==> src/rtl/mem_to_reg_mux_if.sv <==
// Write-back selector bundle: datapath sources and load controls in, selected and registered
// write-back data out. The control/datapath side is the master and the selector is the slave.
interface mem_to_reg_mux_if #(
    parameter int DW = 32
);
    logic [DW-1:0] alu_result;
    logic [DW-1:0] mem_data;
    logic [DW-1:0] pc_plus_8;
    logic [1:0]    mem_to_reg;
    logic [2:0]    ld_type;
    logic          cap_en;
    logic [DW-1:0] wb_data_comb;
    logic [DW-1:0] wb_data;
    logic          sel_err;

    modport master (
        output alu_result, mem_data, pc_plus_8, mem_to_reg, ld_type, cap_en,
        input  wb_data_comb, wb_data, sel_err
    );

    modport slave (
        input  alu_result, mem_data, pc_plus_8, mem_to_reg, ld_type, cap_en,
        output wb_data_comb, wb_data, sel_err
    );
endinterface

==> src/rtl/mem_to_reg_mux.sv <==
// MIPS32 write-back source selector: ALU / PC+8 / size- and sign-adjusted memory data,
// presented combinationally and as a registered copy for the register-file write cycle.
module mem_to_reg_mux #(
    parameter int DW = 32
) (
    input logic              CLK,
    input logic              reset,
    mem_to_reg_mux_if.slave  bus
);
    typedef enum logic [1:0] {
        SEL_ALU  = 2'b00,
        SEL_LINK = 2'b01,
        SEL_MEM  = 2'b10,
        SEL_RSVD = 2'b11
    } sel_e;

    typedef enum logic [2:0] {
        LD_W  = 3'd0,
        LD_H  = 3'd1,
        LD_HU = 3'd2,
        LD_B  = 3'd3,
        LD_BU = 3'd4
    } ld_e;

    logic [DW-1:0] mem_ext;
    logic [DW-1:0] wb_comb;
    logic [DW-1:0] wb_data_d, wb_data_q;
    logic          sel_err_d, sel_err_q;

    // RAM is big-endian: the addressed byte/halfword always sits in the top lanes.
    always_comb begin
        // NOTE: default assigned first so every path drives mem_ext and no latch is inferred.
        mem_ext = bus.mem_data;
        case (ld_e'(bus.ld_type))
            LD_H:    mem_ext = {{(DW-16){bus.mem_data[DW-1]}}, bus.mem_data[DW-1 -: 16]};
            LD_HU:   mem_ext = {{(DW-16){1'b0}},               bus.mem_data[DW-1 -: 16]};
            LD_B:    mem_ext = {{(DW-8){bus.mem_data[DW-1]}},  bus.mem_data[DW-1 -: 8]};
            LD_BU:   mem_ext = {{(DW-8){1'b0}},                bus.mem_data[DW-1 -: 8]};
            default: mem_ext = bus.mem_data;
        endcase
    end

    always_comb begin
        wb_comb = '0;
        case (sel_e'(bus.mem_to_reg))
            SEL_ALU:  wb_comb = bus.alu_result;
            SEL_LINK: wb_comb = bus.pc_plus_8;
            SEL_MEM:  wb_comb = mem_ext;
            default:  wb_comb = '0;
        endcase
    end

    always_comb begin
        wb_data_d = wb_data_q;
        sel_err_d = sel_err_q;
        if (bus.cap_en) begin
            wb_data_d = wb_comb;
            sel_err_d = (sel_e'(bus.mem_to_reg) == SEL_RSVD);
        end
    end

    // Reset is synchronous and overrides a capture on the same edge.
    always_ff @(posedge CLK) begin
        if (reset) begin
            // NOTE: non-blocking assignments for state so all registers update from pre-edge values.
            wb_data_q <= '0;
            sel_err_q <= 1'b0;
        end else begin
            wb_data_q <= wb_data_d;
            sel_err_q <= sel_err_d;
        end
    end

    assign bus.wb_data_comb = wb_comb;
    assign bus.wb_data      = wb_data_q;
    assign bus.sel_err      = sel_err_q;
endmodule

==> src/flat_wrapper.sv <==
// flat-port wrapper written by rule: the top's interface ports become plain ports
module mem_to_reg_mux_flat 
#(
    parameter int DW = 32
)
  (CLK, reset, bus_alu_result, bus_mem_data, bus_pc_plus_8, bus_mem_to_reg, bus_ld_type, bus_cap_en, bus_wb_data_comb, bus_wb_data, bus_sel_err);
  mem_to_reg_mux_if #(.DW(DW)) bus_i ();
  input logic CLK;
  input logic reset;
  input wire logic [$bits(bus_i.alu_result)-1:0] bus_alu_result;
  input wire logic [$bits(bus_i.mem_data)-1:0] bus_mem_data;
  input wire logic [$bits(bus_i.pc_plus_8)-1:0] bus_pc_plus_8;
  input wire logic [$bits(bus_i.mem_to_reg)-1:0] bus_mem_to_reg;
  input wire logic [$bits(bus_i.ld_type)-1:0] bus_ld_type;
  input wire logic [$bits(bus_i.cap_en)-1:0] bus_cap_en;
  output wire logic [$bits(bus_i.wb_data_comb)-1:0] bus_wb_data_comb;
  output wire logic [$bits(bus_i.wb_data)-1:0] bus_wb_data;
  output wire logic [$bits(bus_i.sel_err)-1:0] bus_sel_err;
  assign bus_i.alu_result = bus_alu_result;
  assign bus_i.mem_data = bus_mem_data;
  assign bus_i.pc_plus_8 = bus_pc_plus_8;
  assign bus_i.mem_to_reg = bus_mem_to_reg;
  assign bus_i.ld_type = bus_ld_type;
  assign bus_i.cap_en = bus_cap_en;
  assign bus_wb_data_comb = bus_i.wb_data_comb;
  assign bus_wb_data = bus_i.wb_data;
  assign bus_sel_err = bus_i.sel_err;
  mem_to_reg_mux #(.DW(DW)) u_core (.CLK(CLK), .reset(reset), .bus(bus_i));
endmodule
==> config.mk <==
export PLATFORM = sky130hd
export DESIGN_NAME = mem_to_reg_mux_flat
export DESIGN_NICKNAME = d
export VERILOG_FILES = /design/src/rtl/mem_to_reg_mux_if.sv /design/src/rtl/mem_to_reg_mux.sv /design/src/flat_wrapper.sv
export SDC_FILE = /design/constraint.sdc
export NUM_CORES = 1
export LEC_CHECK = 0
export BUFFER_PORTS_ARGS = -buffer_cell sky130_fd_sc_hd__buf_2
export CELL_PAD_IN_SITES_DETAIL_PLACEMENT = 1
export CELL_PAD_IN_SITES_GLOBAL_PLACEMENT = 1
export CORE_MARGIN = 3
export CORE_UTILIZATION = 30
export DETAILED_ROUTE_END_ITERATION = 16
export PLACE_DENSITY = 0.86
export SYNTH_ARGS = -nofsm -noshare
export SYNTH_HDL_FRONTEND = slang
export SYNTH_SLANG_ARGS = --single-unit
==> constraint.sdc <==
create_clock -name CLK -period 3.72 [get_ports CLK]
set_clock_uncertainty 0.2 [all_clocks]
set_input_delay 0.186 -clock CLK [delete_from_list [all_inputs] [get_ports CLK]]
set_output_delay 0.186 -clock CLK [all_outputs]
set_load 0.005 [all_outputs]
==> results of run 1 <==
==> path summary, 6_finish.rpt <==
| kind | end | slack [ns] |
|---|---|---|
| setup reg to reg | u_core.bus.wb_data[18]$_SDFFE_PP0P_ | 2.72 |
| hold / removal | u_core.bus.wb_data[2]$_SDFFE_PP0P_ | 0.004 |
| setup / recovery | bus_wb_data_comb[20] | 1.32 |
| hold reg to reg | u_core.bus.sel_err$_SDFFE_PP0P_ | 0.26 |
==> power breakdown <==
group | internal, mW | switching, mW
Clock | 0.219 | 0.152
Combinational | 0.164 | 0.215
Sequential | 0.379 | 0.0135
==> registers in the layout, indices dropped and copies added, names as in the netlist <==
signal / count
u_core.bus.wb_data: 32
u_core.bus.sel_err: 1
==> layout make-up <==
cell class / count / area share
clock buffers: 7 / 0.0234
clock inverters: 1 / 0.00812
inverters: 6 / 0.00609
multi-input cells: 300 / 0.512
flip-flops and latches: 33 / 0.179
well taps: 108 / 0.0366
repair buffers: 172 / 0.236
==> per-layer routing <==
layer / global-route usage / vias to the layer above
li1: - / 1651
met1: 0.262 / 1642
met2: 0.391 / 132
met3: 0.0423 / 16
met4: 0.0616 / 0
met5: 0 / -
==> cell families (layout without fill, tap and decap cells) <==
family	Yosys count	count (layout)	synth area share
DFF	33	33	0.238
xor gates and xnor gates	2	2	0.00901
buffers and inverters	43	186	0.0815
and+or+nand+nor	134	134	0.222
muxes	28	28	0.101
AOI/OAI and AO/OA	136	136	0.349
==> per-stage QoR <==
step	instance area [µm²]	worst slack (ns)	hold slack, ns	cells
final	3700	1.32	0.00415	627
after CTS	3700	1.31	0.00313	627
after floorplan	2780	2.03	0.170	376
after detailed placement	3580	1.33	0.256	619
after global placement	3580	1.38	0.254	619
after global routing	3700	1.16	0.0420	627
==> worst reg2reg max path, cell delays in order (launching register included) <==
cell and delay (ns):
dfxtp_1 0.32, inv_1 0.04, o32a_1 0.31, o21ai_1 0.06
==> cell usage in the layout, fill, tap and decap left out, types with 8 or more instances in the layout <==
master / synthesis / layout
nor2b_1: 8 / 8
nor2_1: 77 / 77
a211oi_1: 23 / 23
o21ai_1: 24 / 24
nand2_1: 15 / 15
mux2i_1: 28 / 28
a211oi_2: 11 / 11
dfxtp_1: 33 / 33
a21oi_1: 16 / 16
buf_2: 7 / 168
a311oi_1: 8 / 8
o21ai_0: 21 / 21
==> results.json, run 1 <==
{
  "yosysWarnings": 0,
  "final.setup.tns_ns": 0,
  "nNetsFinal": 622,
  "routed-wl-met3_um": 786,
  "status": "finished clean",
  "gp_congestion": 0.795,
  "synth_edf_count": 0,
  "dieArea_um2": 10500,
  "endpoint_kind": "output pin",
  "ios": 169,
  "cts_tree": "yes",
  "syn_avg_cell_area_um2": 7.39,
  "wl_met2_um": 5890,
  "path_class": "input port to output pin",
  "grt_max_degree": 44,
  "min_from": "bus_pc_plus_8[2]",
  "path_buf_inv": 2,
  "synth_cells": 376,
  "finalHoldViolCount": 0,
  "dpl.hpwl_um": 9060,
  "timing.final.crit_share": 0.646,
  "cts_root_buf": "clkbuf_8",
  "seqCellArea_um2": 661,
  "slew_viol_final": 0,
  "multi_input_area_um2": 1890,
  "drt_wl_total_um": 11700,
  "cp_top_family": "compound AO/OA/AOI/OAI gates",
  "areaGrowthSynthToFinish_pct": 33.1,
  "crit_arrival_ns": 2.02,
  "core-area_um2": 8850,
  "finish.utilization": 0.418,
  "ys_ff_latch": 33,
  "cp-startpoint": "bus_ld_type[0]",
  "finalCriticalPeriod_ns": 2.40,
  "required_ns": 3.33,
  "static-leakage-power_nw": 1.75,
  "met1Wirelength_um": 4810,
  "grtUsageTotal": 0.217,
  "viasPerCell": 5.49,
  "drive_gt1_frac": 0.380,
  "synthArstFlopShare": 0,
  "rr_worst_depth": 3,
  "synthesis.nets": 480,
  "synth_cell_types": 46,
  "cts.path.max_buffers": 2,
  "synth_commonest_cells": "77 x nor2_1, 33 x dfxtp_1, 28 x mux2i_1",
  "ys_seq_area_frac": 0.238,
  "power_density_nw_per_um2": 309,
  "wl_per_cell_um": 18.6,
  "dr.max_layer_used": "met4",
  "cts.sinks": 33,
  "grt_pass1_vias": 3650,
  "ant_nets": 0,
  "yosysTopAreaCell": "dfxtp_1",
  "cts_buffers": 5,
  "cts.hold.buffers_added": 0,
  "grt_pass1_wl_um": 18000,
  "crit_slowest_cell": "a211oi_4",
  "drtIter0Drc": 164,
  "placementRows": 34,
  "max_stage_delay_ns": 0.57,
  "cp_max_fo": 27,
  "fp.dieH_um": 102,
  "port_buffers": 168,
  "postCtsSetupBuffers": 0,
  "hold-path-cell-count": 3,
  "num_vias": 3441,
  "hp-class": "input port to register",
  "insertion_delay_ns": 0.29,
  "start_kind": "input port",
  "remaining_drc_errors": 0,
  "num-fill-cells": 1142,
  "die_w_um": 102,
  "grt_antenna_before_repair": 0,
  "synth_most_common_cell": "nor2_1",
  "synth_area_leaders": "dfxtp_1 24%, nor2_1 10%, mux2i_1 10%",
  "cp_num_cells": 7,
  "path_cells": "buf_2 > nand2b_1 > a21oi_1 > a211oi_4 > o21ai_1 > o21ai_0 > buf_2",
  "drt_pre_antenna_iters": 4,
  "relSlewSlack": 0.457,
  "n_antenna_cell": 0,
  "rsz0062_at_grt": "false",
  "initial_utilization": 0.314,
  "peakVddDrop_uv": 165,
  "clkTransAtPathRegs_ns": 0.08,
  "synth_area_um2": 2780,
  "htreeDepth": 2,
  "cap_violations": 0,
  "cts_resized": 0,
  "tightestPinTransition_ns": 0.814,
  "synth-main-ff-cell": "dfxtp_1",
  "finalPower_mw": 1.14,
  "netlist.area_leader.share": 0.238,
  "setup_viol": 0,
  "max_clock_freq_mhz": 416,
  "r2r_start": "u_core.bus.wb_data[18]$_SDFFE_PP0P_",
  "crit_path_frequent_cell": "buf_2",
  "overflow": 0
}
No activity file was read; power rests on OpenSTA's default activity.
==> inputs of run 2 (changes only) <==
ABC_AREA = 1   (was not set)
CORE_UTILIZATION = 27   (was 30)
PLACE_DENSITY = 0.84   (was 0.86)
clock period = 2.5 ns   (was 3.72 ns; I/O delays follow)
==> results.json, run 2 <==
{
  "synth_cell_types": 19,
  "fin_ws_ns": 0.124,
  "final.setup.tns_ns": 0,
  "viasPerCell": 4.66,
  "p_clk_frac": 0.265,
  "cts_buffers": 5,
  "start_kind": "input port",
  "ys_ff_latch": 33,
  "static-leakage-power_nw": 2.30,
  "n_antenna_cell": 0,
  "dieArea_um2": 11000,
  "placementRows": 35,
  "finalPower_mw": 1.55,
  "cts.sinks": 33,
  "reg2reg_to": "u_core.bus.wb_data[20]$_SDFFE_PP0P_",
  "drtIter0Drc": 141,
  "areaGrowthSynthToFinish_pct": 40.4,
  "postCtsSetupBuffers": 0,
  "ant_nets": 0,
  "grtUsageTotal": 0.203,
  "yosysTopAreaCell": "dfxtp_1",
  "whs_endpoint": "u_core.bus.wb_data[4]$_SDFFE_PP0P_",
  "dpl.hpwl_um": 9040,
  "peakVddDrop_uv": 160,
  "nNetsFinal": 720,
  "insertion_delay_ns": 0.29,
  "core-area_um2": 9370,
  "largest_register_ffs": 32,
  "required_ns": 2.54,
  "cts_root_buf": "clkbuf_8",
  "hold-path-cell-count": 5,
  "grt_antenna_before_repair": 0,
  "initial_utilization": 0.281,
  "rsz0062_at_grt": "false",
  "swShare": 0.355,
  "synth_cells": 454,
  "path_class": "input port to register",
  "synth_commonest_cells": "120 x nand2_1, 74 x inv_1, 73 x nor2_1",
  "tightestPinTransition_ns": 0.677,
  "endpoint_kind": "register",
  "synth_area_um2": 2630,
  "slew_viol_final": 0,
  "p_seq_frac": 0.377,
  "cp_max_fo": 26,
  "max_clock_freq_mhz": 421,
  "fp.dieH_um": 105,
  "finalHoldViolCount": 0,
  "timing.final.crit_share": 0.951,
  "syn_avg_cell_area_um2": 5.80,
  "synthArstFlopShare": 0,
  "hp-class": "input port to register",
  "place_ws_ns": 0.562,
  "synth_edf_count": 0,
  "final_cell_mix": "168 x buf_2, 120 x nand2_1, 74 x inv_1",
  "synth_most_common_cell": "nand2_1",
  "ios": 169,
  "cts_tree": "yes",
  "relSlewSlack": 0.548,
  "cap_violations": 0,
  "ys_seq_area_frac": 0.251,
  "finalCriticalPeriod_ns": 2.38,
  "die_w_um": 105,
  "netlist.area_leader.share": 0.251,
  "power_density_nw_per_um2": 420,
  "grt_pass1_wl_um": 18000,
  "htreeDepth": 2,
  "synth-main-ff-cell": "dfxtp_1",
  "rr_worst_depth": 4,
  "p_int_mw": 1.00,
  "grt_max_degree": 43,
  "drt_pre_antenna_iters": 4,
  "rrSetupSlack_ns": 1.58,
  "p_sw_mw": 0.550,
  "synth_area_leaders": "dfxtp_1 25%, nand2_1 17%, inv_1 11%",
  "status": "finished clean",
  "r2r_start": "u_core.bus.wb_data[20]$_SDFFE_PP0P_",
  "clkTransAtPathRegs_ns": 0.07,
  "gp_congestion": 0.767,
  "num_vias": 3476,
  "yosysWarnings": 0,
  "port_buffers": 168,
  "overflow": 0,
  "p_comb_frac": 0.358,
  "remaining_drc_errors": 0,
  "cts.path.max_buffers": 2,
  "drt_wl_total_um": 11400,
  "wl_per_cell_um": 15.3,
  "drive_gt1_frac": 0.323,
  "min_from": "bus_alu_result[4]",
  "final_common_cell": "buf_2",
  "synthesis.nets": 558,
  "setup_viol": 0,
  "grt_pass1_vias": 3603,
  "crit_arrival_ns": 2.42
}
-- run 2: power by group through the flow --
| stage | Combinational, mW | Clock [mW] | Sequential [mW] |
|---|---|---|---|
| after floorplan | 0.295 | 0 | 0.598 |
| after global placement | 0.535 | 0 | 0.593 |
| after detailed placement | 0.553 | 0 | 0.595 |
| after CTS | 0.564 | 0.427 | 0.584 |
| after global routing | 0.627 | 0.450 | 0.589 |
| final | 0.555 | 0.411 | 0.584 |
-- run 2: worst max-delay path, stage by stage --
cell and delay (ns):
dlygate4sd3_1 0.54, buf_2 0.13, inv_1 0.09, nand2_1 0.06
inv_1 0.19, buf_4 0.36, nand2_1 0.12, nand4_1 0.12
dlygate4sd3_1 0.58, nand2_1 0.06, inv_1 0.05
-- run 2: cells by family after synthesis --
kind of cell	after synthesis	share of synthesized area
AND/OR/NAND/NOR	278	0.467
flip-flops	33	0.251
buffers and inverters	102	0.162
AO/OA/AOI/OAI	41	0.120
-- run 2: per-stage QoR --
stage	utilization	cell area, µm²	hold slack (ns)	instances
after floorplan	-	2630	0.0858	454
after global placement	0.379	3550	0.224	732
after global routing	0.394	3690	0.0172	746
after CTS	0.394	3690	0.00342	746
after detailed placement	0.379	3550	0.221	732
final	0.394	3690	0.00338	746
-- run 2: how the worst max path moves through the flow --
| stage | start | end | slack, ns | depth (start not counted) |
|---|---|---|---|---|
| after floorplan | bus_ld_type[1] | u_core.bus.wb_data[21]$_SDFFE_PP0P_ | 1.23 | 8 |
| after global placement | bus_ld_type[0] | bus_wb_data_comb[31] | 0.65 | 9 |
| after detailed placement | bus_ld_type[1] | u_core.bus.wb_data[14]$_SDFFE_PP0P_ | 0.56 | 10 |
| after CTS | bus_mem_to_reg[1] | u_core.bus.wb_data[7]$_SDFFE_PP0P_ | 0.13 | 11 |
| after global routing | bus_mem_to_reg[1] | u_core.bus.wb_data[2]$_SDFFE_PP0P_ | 0.02 | 11 |
| final | bus_mem_to_reg[1] | u_core.bus.wb_data[2]$_SDFFE_PP0P_ | 0.12 | 11 |
-- run 2: cell type report --
| cell class | instances | area [µm²] |
|---|---|---|
| Fill cell | 1345 | 5680 |
| Multi-Input combinational cell | 319 | 1550 |
| Timing Repair Buffer | 181 | 957 |
| Sequential cell | 33 | 661 |
| Inverter | 76 | 285 |
| Tap cell | 129 | 161 |
| Clock buffer | 6 | 72.6 |
| Clock inverter | 2 | 10.0 |
-- run 2: timing repair --
| item | 4_1_cts | 5_1_grt |
|---|---|---|
| endpoints found under the setup margin | 0 | 2 |
| hold buffers | 6 | 0 |
| resized for setup | 0 | 1 |
| endpoints found under the hold margin | 3 | 0 |
-- run 2: routing by layer --
layer / share of wire / track usage / vias up
met5: 0 / 0 / -
met2: 0.50 / 0.361 / 133
met3: 0.067 / 0.0537 / 14
met1: 0.42 / 0.237 / 1600
li1: - / - / 1729
met4: 0.020 / 0.0600 / 0
==> inputs of run 3 (changes only) <==
HOLD_SLACK_MARGIN = 0.03   (was not set)
SLEW_MARGIN = 20   (was not set)
==> results.json, run 3 (synthesis results as in run 2) <==
{
  "grt_max_degree": 43,
  "power_density_nw_per_um2": 419,
  "drt_wl_total_um": 11400,
  "place_ws_ns": 0.562,
  "drive_gt1_frac": 0.321,
  "path_class": "input port to register",
  "placementRows": 35,
  "core-area_um2": 9370,
  "grt_pass1_vias": 3630,
  "static-leakage-power_nw": 2.31,
  "timing.final.crit_share": 0.955,
  "nNetsFinal": 722,
  "overflow": 0,
  "rr_worst_depth": 4,
  "layoutNonFillerInstCount": 748,
  "dpl.hpwl_um": 9040,
  "start_kind": "input port",
  "final.setup.tns_ns": 0,
  "rsz0062_at_grt": "false",
  "cts.sinks": 33,
  "fin_ws_ns": 0.114,
  "finish.utilization": 0.396,
  "finalPower_mw": 1.55,
  "final_common_cell": "buf_2",
  "cts_buffers": 5,
  "fp.dieH_um": 105,
  "required_ns": 2.54,
  "status": "finished clean",
  "drt_pre_antenna_iters": 4,
  "r2r_start": "u_core.bus.wb_data[20]$_SDFFE_PP0P_",
  "wl_per_cell_um": 15.3,
  "crit_arrival_ns": 2.42,
  "dieArea_um2": 11000,
  "max_clock_freq_mhz": 419,
  "peakVddDrop_uv": 166,
  "slew_viol_final": 0,
  "cp_max_fo": 26,
  "num-fill-cells": 1347,
  "grt_pass1_wl_um": 18200,
  "hp-class": "input port to register",
  "cp-startpoint": "bus_mem_to_reg[1]",
  "cts.path.max_buffers": 2,
  "cap_violations": 0,
  "finalHoldViolCount": 0,
  "areaGrowthSynthToFinish_pct": 41.1,
  "n_antenna_cell": 0,
  "finalCriticalPeriod_ns": 2.39,
  "port_buffers": 168,
  "drtIter0Drc": 129,
  "cts_tree": "yes",
  "gp_congestion": 0.767,
  "initial_utilization": 0.281,
  "htreeDepth": 2,
  "insertion_delay_ns": 0.28,
  "clkTransAtPathRegs_ns": 0.08,
  "num_vias": 3469,
  "cts_root_buf": "clkbuf_8",
  "reg2reg_to": "u_core.bus.wb_data[20]$_SDFFE_PP0P_",
  "setup_viol": 0,
  "ios": 169,
  "dpl.cell_count": 732,
  "crit_end": "u_core.bus.wb_data[2]$_SDFFE_PP0P_",
  "ant_nets": 0,
  "tightestPinTransition_ns": 0.681,
  "endpoint_kind": "register",
  "rrSetupSlack_ns": 1.58,
  "final_cell_mix": "168 x buf_2, 120 x nand2_1, 74 x inv_1",
  "die_w_um": 105,
  "relSlewSlack": 0.546,
  "remaining_drc_errors": 0,
  "grtUsageTotal": 0.204,
  "grt_antenna_before_repair": 0,
  "largest_register_ffs": 32,
  "viasPerCell": 4.64
}
==> run 3: power breakdown <==
group | switching (mW) | internal [mW] | total [mW]
sequential | 0.0195 | 0.564 | 0.584
clock | 0.219 | 0.194 | 0.412
combinational | 0.314 | 0.245 | 0.559
total | 0.552 | 1.00 | 1.55
==> run 3: area by class of cell <==
type / instances / area [µm²] / area share
Sequential cell: 33 / 661 / 0.178
Timing Repair Buffer: 183 / 977 / 0.263
Tap cell: 129 / 161 / 0.0435
Inverter: 76 / 285 / 0.0768
Clock inverter: 2 / 10.0 / 0.00270
Clock buffer: 6 / 72.6 / 0.0195
Multi-Input combinational cell: 319 / 1550 / 0.416
==> run 3: per-layer routing <==
layer | GRT usage | vias to the layer above | wire [µm]
met3 | 0.0531 | 14 | 694
met1 | 0.239 | 1598 | 4850
met2 | 0.364 | 124 | 5680
met5 | 0 | - | 0
met4 | 0.0600 | 0 | 211
li1 | - | 1733 | -
==> run 3: how the worst min path moves through the flow <==
stage,startpoint,cells past startpoint,slack (ns),to
6_report,bus_alu_result[29],6,0.04,u_core.bus.wb_data[29]$_SDFFE_PP0P_
4_1_cts,bus_alu_result[5],7,0.04,u_core.bus.wb_data[5]$_SDFFE_PP0P_
3_5_place_dp,bus_mem_to_reg[1],3,0.22,u_core.bus.sel_err$_SDFFE_PP0P_
5_1_grt,bus_alu_result[5],7,0.07,u_core.bus.wb_data[5]$_SDFFE_PP0P_
2_1_floorplan,bus_mem_to_reg[0],2,0.09,u_core.bus.sel_err$_SDFFE_PP0P_
3_3_place_gp,bus_mem_to_reg[1],3,0.22,u_core.bus.sel_err$_SDFFE_PP0P_
==> run 3: repair_timing <==
action                                  4_1_cts  5_1_grt
hold buffers                                  8        0
setup buffers                                 0        0
endpoints found under the setup margin        0        3
hold endpoints to repair                      4        0
gates resized for setup                       0        1
==> run 3: through the flow <==
step / hold WS [ns] / instance area [µm²]
floorplan: 0.0858 / 2630
global placement: 0.224 / 3550
detailed placement: 0.221 / 3550
CTS: 0.0378 / 3710
global route: 0.0733 / 3710
finish: 0.0402 / 3710
==> run 3: worst max-delay path: stages <==
cell and delay (ns):
dlygate4sd3_1 0.54, buf_2 0.13, inv_1 0.09, nand2_1 0.06, inv_1 0.20, buf_4 0.36
nand2_1 0.12, nand4_1 0.12, dlygate4sd3_1 0.58, nand2_1 0.06, inv_1 0.05
